`config.mk`:
```
export PLATFORM = sky130hd
export DESIGN_NAME = banked_regfile_flat
export DESIGN_NICKNAME = d
export VERILOG_FILES = /design/src/rtl/banked_regfile_if.sv /design/src/rtl/banked_regfile.sv /design/src/flat_wrapper.sv
export SDC_FILE = /design/constraint.sdc
export NUM_CORES = 2
export LEC_CHECK = 0
export BUFFER_PORTS_ARGS = -buffer_cell sky130_fd_sc_hd__buf_2
export CAP_MARGIN = 30
export CORE_AREA = 2 2 470 472
export DETAILED_ROUTE_END_ITERATION = 12
export DIE_AREA = 0 0 472 474
export PLACE_DENSITY = 0.55
export SYNTH_ARGS = -nofsm -noshare
export SYNTH_HDL_FRONTEND = slang
export SYNTH_SLANG_ARGS = --single-unit
```
`constraint.sdc`:
```
create_clock -name clk -period 68.7 [get_ports clk]
set_input_delay 6.87 -clock clk [delete_from_list [all_inputs] [get_ports clk]]
set_output_delay 6.87 -clock clk [all_outputs]
set_load 0.01 [all_outputs]
```
`src/rtl/banked_regfile_if.sv`:
```
// Register-file bus: mode, read ports, write port, PC control and error status.
interface banked_regfile_if #(
    parameter int DATA_W = 32,
    parameter int NRD    = 3
);
    logic [4:0]          mode;
    logic [NRD*4-1:0]    r_addr;
    logic [NRD*DATA_W-1:0] r_data;
    logic [NRD-1:0]      r_err;
    logic                we;
    logic [3:0]          w_addr;
    logic [DATA_W-1:0]   w_data;
    logic                pc_we;
    logic                pc_inc;
    logic [DATA_W-1:0]   pc_data;
    logic [DATA_W-1:0]   pc;
    logic                err_clr;
    logic                w_err;

    modport master (
        output mode, r_addr, we, w_addr, w_data, pc_we, pc_inc, pc_data, err_clr,
        input  r_data, r_err, pc, w_err
    );

    modport slave (
        input  mode, r_addr, we, w_addr, w_data, pc_we, pc_inc, pc_data, err_clr,
        output r_data, r_err, pc, w_err
    );
endinterface

```
`src/rtl/banked_regfile.sv`:
```
// Mode-banked register file: user r0-r14, fiq r8-r14, per-mode r13/r14,
// hyp r13, plus a PC that reads back as address 15.
module banked_regfile #(
    parameter int DATA_W  = 32,
    parameter int NRD     = 3,
    parameter int PC_STEP = 4,
    parameter int BYPASS  = 1
) (
    input logic             clk,
    input logic             rst,
    banked_regfile_if.slave bus
);
    // Physical layout: 0-14 user, 15-21 fiq r8-r14, then r13/r14 pairs for
    // irq(22) svc(24) mon(26) abt(28) und(30), and hyp r13 at 32.
    localparam int unsigned NPHYS = 33;

    logic [DATA_W-1:0] regs [NPHYS];
    logic [DATA_W-1:0] pc_q;
    logic              w_err_q;
    logic              wr_ok;
    logic              wr_bad;
    logic [5:0]        wr_idx;
    logic [NRD*DATA_W-1:0] rd_data;
    logic [NRD-1:0]    rd_err;

    function automatic logic mode_ok(input logic [4:0] m);
        if (!m[4]) return 1'b0;
        case (m[3:0])
            4'b0000, 4'b0001, 4'b0010, 4'b0011, 4'b0110,
            4'b0111, 4'b1010, 4'b1011, 4'b1111: return 1'b1;
            default:                            return 1'b0;
        endcase
    endfunction

    function automatic logic [5:0] phys_idx(input logic [3:0] m, input logic [3:0] a);
        logic [5:0] idx;
        logic [5:0] off;
        idx = {2'b00, a};
        off = {5'd0, (a == 4'd14)};
        if (m == 4'b0001 && a >= 4'd8) begin
            idx = {2'b00, a} + 6'd7;
        end else if (a == 4'd13 || a == 4'd14) begin
            case (m)
                4'b0010: idx = 6'd22 + off;
                4'b0011: idx = 6'd24 + off;
                4'b0110: idx = 6'd26 + off;
                4'b0111: idx = 6'd28 + off;
                4'b1011: idx = 6'd30 + off;
                4'b1010: if (a == 4'd13) idx = 6'd32;
                default: ;
            endcase
        end
        return idx;
    endfunction

    // Classify the current write request and find its physical target.
    always_comb begin
        wr_ok  = bus.we && mode_ok(bus.mode) && (bus.w_addr != 4'hF);
        wr_bad = bus.we && !wr_ok;
        wr_idx = phys_idx(bus.mode[3:0], bus.w_addr);
    end

    // Register storage update.
    always_ff @(posedge clk or posedge rst) begin
        if (rst) begin
            for (int unsigned i = 0; i < NPHYS; i++) regs[i] <= '0;
        end else if (wr_ok) begin
            regs[wr_idx] <= bus.w_data;
        end
    end

    // Program counter: load beats increment beats hold.
    always_ff @(posedge clk or posedge rst) begin
        if (rst)             pc_q <= '0;
        else if (bus.pc_we)  pc_q <= bus.pc_data;
        else if (bus.pc_inc) pc_q <= pc_q + DATA_W'(PC_STEP);
    end

    // Sticky write error; a new error wins over a clear.
    always_ff @(posedge clk or posedge rst) begin
        if (rst)              w_err_q <= 1'b0;
        else if (wr_bad)      w_err_q <= 1'b1;
        else if (bus.err_clr) w_err_q <= 1'b0;
    end

    // Combinational read ports with optional write forwarding (disabled in reset).
    always_comb begin
        rd_data = '0;
        rd_err  = '0;
        for (int unsigned k = 0; k < NRD; k++) begin
            logic [3:0] a;
            logic [5:0] idx;
            a   = bus.r_addr[4*k +: 4];
            idx = phys_idx(bus.mode[3:0], a);
            if (a == 4'hF) begin
                rd_data[k*DATA_W +: DATA_W] = pc_q;
            end else if (!mode_ok(bus.mode)) begin
                rd_err[k] = 1'b1;
            end else if (BYPASS != 0 && wr_ok && !rst && idx == wr_idx) begin
                rd_data[k*DATA_W +: DATA_W] = bus.w_data;
            end else begin
                rd_data[k*DATA_W +: DATA_W] = regs[idx];
            end
        end
    end

    assign bus.r_data = rd_data;
    assign bus.r_err  = rd_err;
    assign bus.pc     = pc_q;
    assign bus.w_err  = w_err_q;
endmodule

```
`src/flat_wrapper.sv`:
```
// flat-port wrapper written by rule: the top's interface ports become plain ports
module banked_regfile_flat 
#(
    parameter int DATA_W  = 32,
    parameter int NRD     = 3,
    parameter int PC_STEP = 4,
    parameter int BYPASS  = 1
)
  (clk, rst, bus_mode, bus_r_addr, bus_we, bus_w_addr, bus_w_data, bus_pc_we, bus_pc_inc, bus_pc_data, bus_err_clr, bus_r_data, bus_r_err, bus_pc, bus_w_err);
  banked_regfile_if #(.DATA_W(DATA_W), .NRD(NRD)) bus_i ();
  input logic clk;
  input logic rst;
  input wire logic [$bits(bus_i.mode)-1:0] bus_mode;
  input wire logic [$bits(bus_i.r_addr)-1:0] bus_r_addr;
  input wire logic [$bits(bus_i.we)-1:0] bus_we;
  input wire logic [$bits(bus_i.w_addr)-1:0] bus_w_addr;
  input wire logic [$bits(bus_i.w_data)-1:0] bus_w_data;
  input wire logic [$bits(bus_i.pc_we)-1:0] bus_pc_we;
  input wire logic [$bits(bus_i.pc_inc)-1:0] bus_pc_inc;
  input wire logic [$bits(bus_i.pc_data)-1:0] bus_pc_data;
  input wire logic [$bits(bus_i.err_clr)-1:0] bus_err_clr;
  output wire logic [$bits(bus_i.r_data)-1:0] bus_r_data;
  output wire logic [$bits(bus_i.r_err)-1:0] bus_r_err;
  output wire logic [$bits(bus_i.pc)-1:0] bus_pc;
  output wire logic [$bits(bus_i.w_err)-1:0] bus_w_err;
  assign bus_i.mode = bus_mode;
  assign bus_i.r_addr = bus_r_addr;
  assign bus_i.we = bus_we;
  assign bus_i.w_addr = bus_w_addr;
  assign bus_i.w_data = bus_w_data;
  assign bus_i.pc_we = bus_pc_we;
  assign bus_i.pc_inc = bus_pc_inc;
  assign bus_i.pc_data = bus_pc_data;
  assign bus_i.err_clr = bus_err_clr;
  assign bus_r_data = bus_i.r_data;
  assign bus_r_err = bus_i.r_err;
  assign bus_pc = bus_i.pc;
  assign bus_w_err = bus_i.w_err;
  banked_regfile #(.DATA_W(DATA_W), .NRD(NRD), .PC_STEP(PC_STEP), .BYPASS(BYPASS)) u_core (.clk(clk), .rst(rst), .bus(bus_i));
endmodule
```
# Yosys cells after proc, flatten, opt, wreduce, memory -nomap -nowiden
# Memory sizes are Yosys's and may differ from the RTL's.
# Cells that the tools add are included.
[op_classes]
n_shift = 0
n_eq_ne = 22
add_sub_neg = 25
reduce_logical = 20
mux = 59
n_lt_le_gt_ge = 9
n_div = 0
n_bitwise = 4
multipliers = 0
[op_table]
columns = ["operator", "count"]
rows = [
  ["$bwmux W1056", 1],
  ["$bmux W32 S6", 3],
  ["$mux W32", 18],
  ["$demux W32 S6", 1],
  ["$pmux W6 S6", 4],
  ["$add A5 B1 Y6 const A", 20],
  ["$mux W6", 12],
  ["$eq A4 B4 Y1 const B", 13],
  ["$add A32 B3 Y32 const B", 1],
  ["$ge A7 B7 Y1 const B", 4],
  ["$not A6 Y7", 4],
  ["$add A4 B3 Y5 const B", 4],
  ["$mux W1", 20],
  ["$eq A6 B6 Y1", 3],
  ["$ge A4 B4 Y1 const B", 4],
  ["$logic_and A1 B1 Y1", 12],
  ["$eq A4 B2 Y1 const B", 2],
  ["$eq A4 B3 Y1 const B", 2],
  ["$lt A7 B1 Y1 const B", 1],
  ["$eq A4 B1 Y1 const B", 1],
  ["$logic_or A1 B1 Y1", 4],
  ["$ne A4 B4 Y1 const B", 1],
  ["$reduce_bool A2 Y1", 2],
  ["$logic_not A1 Y1", 2],
]
[word_totals]
n_memories = 4
mem_bits_ro = 64
word_cells = 178
in_bits = 91
latch_bits = 0
reg_bits = 1089
ramBits = 0
[mem_list]
columns = ["memory", "words", "word_bits", "read_ports", "rd_ports_with_merged_regs", "write_ports", "line", "rtl"]
rows = [
  ["(no name shown)", 16, 1, 1, 0, 0, "banked_regfile.sv:28", "case (m[3:0])"],
  ["(no name shown)", 16, 1, 1, 0, 0, "banked_regfile.sv:28", ""],
  ["(no name shown)", 16, 1, 1, 0, 0, "banked_regfile.sv:28", ""],
  ["(no name shown)", 16, 1, 1, 0, 0, "banked_regfile.sv:28", ""],
]

# Logic depth before layout (Yosys ltp)
[depth]
depth_word = 12
depth_mapped = 20
ltp_nobuf = 11

# Worst setup path after synthesis
# Ideal clock, no wire load.
[synth_path]
kind = "input port to output port"
from = "in bus_r_addr[8]"
to = "out bus_r_data[88]"
arrival_ps = 10814
setup_slack_ps = 51016
required_time_ps = 61830
cell_stages = 17
n_path_buf = 6
cell_sequence = "inv_1 > buf_1 > clkbuf_1 > clkbuf_1 > ha_1 > o211a_1 > o211ai_1 > a221o_1 > buf_2 > a211oi_4 > buf_2 > buf_2 > nand3_1 > a21boi_1 > a211oi_1 > a2111oi_0 > o21ai_1"
[synth_via]
elab_chain_cells = 12
elab_cells_between_ends = 25
classes_between = "6 x add/sub; 1 x order compare; 4 x eq/ne; 10 x mux; 1 x bitwise; 3 x reduce/logical"
[synth_lines]
columns = ["element", "line", "rtl"]
rows = [
  ["start: declaration", "flat_wrapper.sv:14", "input wire logic [$bits(bus_i.r_addr)-1:0] bus_r_addr;"],
  ["$eq A4 B4 Y1 (on tied branches)", "banked_regfile.sv:39, banked_regfile.sv:42, banked_regfile.sv:49", ""],
  ["$add A5 B1 Y6, or another cell as far along", "banked_regfile.sv:48", "4'b1011: idx = 6'd30 + off;"],
  ["$pmux W6 S6", "banked_regfile.sv:43", "case (m)"],
  ["$mux W6", "banked_regfile.sv:42", "end else if (a == 4'd13 || a == 4'd14) begin"],
  ["$mux W6", "banked_regfile.sv:40", "if (m == 4'b0001 && a >= 4'd8) begin"],
  ["$not A6 Y7 (not written as such)", "banked_regfile.sv:102", "rd_data[k*DATA_W +: DATA_W] = regs[idx];"],
  ["$bmux W32 S6", "banked_regfile.sv:102", ""],
  ["$mux W32 (not written as such) (2 in series)", "banked_regfile.sv:102", ""],
  ["$mux W32", "banked_regfile.sv:99", "end else if (BYPASS != 0 && wr_ok && !rst && idx == wr_idx) begin"],
  ["$mux W32", "banked_regfile.sv:97", "end else if (!mode_ok(bus.mode)) begin"],
  ["$mux W32 (*)", "banked_regfile.sv:95", "if (a == 4'hF) begin"],
  ["end: declaration", "flat_wrapper.sv:22", "output wire logic [$bits(bus_i.r_data)-1:0] bus_r_data;"],
]
# Mark *: on every way between the ends. The rest lies on a longest branch, timed or not. The select of a mux whose other input is x is not followed.

# Final worst setup path
[layout_path]
from = "in bus_r_addr[8]"
to = "out bus_r_data[67]"
# The elaborated chain is that of the path after synthesis.

==> results_dict.tcl <==
set metrics [dict create \
    cts_root_buffer "clkbuf_16" \
    core_area_sq_mm 0.2187 \
    vias 76920 \
    syn-cell-area_sq_mm 0.07601 \
    drtPass1Iterations 9 \
    worstPathArrival_ns 14.29 \
    yosys_warnings 0 \
    critPathLaunch "bus_r_addr[8]" \
    drc 0 \
    status "completed" \
    layout-drive-gt1-share 0.2338 \
    wire_per_inst_um 36.77 \
    syn_inst 8284 \
    gp_congestion 0.9742 \
    fin_tns_setup_ns 0 \
    postCtsHoldBufs 0 \
    finalHoldViolCount 0 \
    antenna_found_initial 45 \
    start_util 0.3476 \
    period_minus_slack_ns 21.16 \
    drv_cap 0 \
    max_clock_freq_mhz 47.25 \
    drt_iter0_markers 13450 \
    synthMuxAreaShare 0.2490 \
    hpwlAfterDp_mm 226.3 \
    relSlewSlack 0.05280 \
    synth_ff_type "dfrtp_1" \
    layout.nets 8050 \
    synthTopCellsByArea "dfrtp_1 36%, mux2_2 16%, mux2i_1 8.3%, nand2_1 7.2%, a21oi_1 3.6%" \
    hp-start "u_core.bus.w_err" \
    critPathLaunchType "input pin" \
    cts_tree "yes" \
    synth_xor_area_frac 0.005646 \
    synth.most_common_cell "nand2_1" \
    dieHeight_um 474 \
    grt_max_degree 153 \
    critPathRequiredTime_ns 61.83 \
    numCtsBuffers 121 \
    r2r_start "u_core.bus.pc[9]" \
    final_util 0.3848 \
    clkSinkCount 1089 \
    synth_top_family_by_area "multiplexers" \
    io_pins 223 \
    ant_nets 0 \
    syn_to_final_growth_pct 10.70 \
    ir_drop_uv 23.77 \
    fin_crit_sh 0.3081 \
    rsz0062_at_grt "false" \
    postSynth.asyncResetShare 1.000 \
    syn-num-nets 8396 \
    synth_common_cells "1467 x nand2_1, 1089 x dfrtp_1, 1059 x mux2_2" \
    die_w_um 472 \
    p_per_area_mw_per_mm2 22.64 \
    grt_pass1_wl_mm 557.4 \
    slew_violations 0 \
    row_count 172 \
    dieArea_sq_mm 0.2237 \
    worst_pin_slew_ns 1.421 \
    synth.yosys.seq_area_share 0.3585 \
    synth_edf_count 0 \
    yosysUniqueCellTypes 97 \
    avgSynthCellArea_sq_um 9.175 \
    placed_cell_area_sq_mm 0.07958 \
    cp-end-kind "output port" \
    post_cts_buffers 0 \
    via_per_inst 7.033 \
    p_leak_nw 34.70 \
    hold_class "reg2reg" \
    overflow 0 \
    clkTransAtPathRegs_ns 0.06 \
    htreeDepth 3 \
    nFillCells 21650 \
    synth-adder-area-share 0.003457 \
    clock_skew_ns 0.01350 \
    design_area_sq_mm 0.08414 \
    drt_wl_total_mm 402.2 \
    yosys.area_share.simple 0.1357 \
    clkLatencyLatePin_ns 0.79 \
    synth_seq_cells 1089 \
    grt_pass1_vias 71050 \
    setup_violations 0 \
    synth_compound_area_frac 0.1971 \
    grtUsageTotal 0.3446 \
    cts_resized 0 \
    clock_path_buffers 3 \
    yosysTopAreaCell "dfrtp_1" \
    cp_max_fo 54 \
    port_buffers 222 \
    synth_top_area_frac 0.3585 \
    setup.worst_path.class "in2out" \
]
==> where the power goes <==
| part | internal, mW | total (mW) | switching (mW) |
|---|---|---|---|
| Clock | 0.403 | 0.707 | 0.304 |
| Combinational | 0.150 | 0.412 | 0.262 |
| Sequential | 0.700 | 0.786 | 0.0856 |
| Total | 1.25 | 1.90 | 0.652 |
==> cells by family after synthesis <==
family	Yosys count
XOR/XNOR	49
buffers and inverters	936
AO/OA/AOI/OAI	2108
flip-flops	1089
adder cells (fa/ha/maj)	21
AND/OR/NAND/NOR	2363
multiplexers	1718
==> state kept, by name, indices dropped and copies added (netlist names) <==
register          cells
u_core.bus.w_err      1
u_core.regs        1056
u_core.bus.pc        32
==> stage by stage <==
step / worst slack [ns] / hold slack, ns / instances / power [mW]
3_3_place_gp: 47.78 / 0.5200 / 10660 / 1.175
3_5_place_dp: 47.69 / 0.5294 / 10670 / 1.184
2_1_floorplan: 31.17 / 0.5108 / 8284 / 1.025
6_report: 47.54 / 0.5471 / 10940 / 1.905
4_1_cts: 47.71 / 0.5498 / 10900 / 1.884
5_1_grt: 47.76 / 0.5730 / 10920 / 1.952
==> layer usage <==
metal  wire, um  vias to the layer above  global-route usage
met5        241                        -                   0
met4      39650                       42              0.2922
met3      56400                     1962              0.1230
met2     163300                     6643              0.4833
met1     142600                    37850              0.4186
li1           -                    30430                   -
==> layout by cell type (no fill, tap or decap), types with 129 or more instances in the layout <==
cell,count
buf_4,188
nor3_1,129
a21oi_1,548
mux2_2,1059
nand3_1,249
o21ai_0,218
nand2_1,1448
mux2i_1,627
dfrtp_1,1089
nor2_1,146
a221o_1,175
o22ai_1,159
buf_2,224
a221oi_1,213
nor4_1,155
==> final timing paths <==
| kind | end | slack (ns) | cells past startpoint |
|---|---|---|---|
| max | bus_r_data[67] | 47.54 | 17 |
| min | u_core.bus.w_err | 0.55 | 2 |
| max reg2reg | u_core.bus.pc[31] | 65.67 | 8 |
| min reg2reg | u_core.bus.w_err | 0.55 | 2 |
| max in group asynchronous | u_core.bus.pc[13] | 58.03 | 8 |
| min in group asynchronous | u_core.bus.w_err | 6.28 | 2 |
==> cell type report <==
cell class	count	area (sq um)	share of cell area
timing repair buffer	449	3339	0.03969
inverter	18	77.57	0.0009220
multi-input combinational	6259	45620	0.5422
tap	2871	3592	0.04269
sequential	1089	27250	0.3239
clock buffer	170	3505	0.04165
clock inverter	55	689.4	0.008194
antenna	26	65.06	0.0007733
==> critical path: stages <==
cell      delay [ns]
buf_4           0.35
buf_4           0.68
inv_4           0.35
ha_1            0.36
o211a_1         0.28
o211ai_1        0.42
a221o_1         0.26
buf_4           0.40
and2_4          0.86
buf_4           0.72
buf_4           0.69
mux4_2          0.42
a21oi_1         0.15
o211ai_1        0.13
nor3_1          0.61
o21ai_0         0.31
buf_2           0.22
No activity file was read; power rests on OpenSTA's default activity.
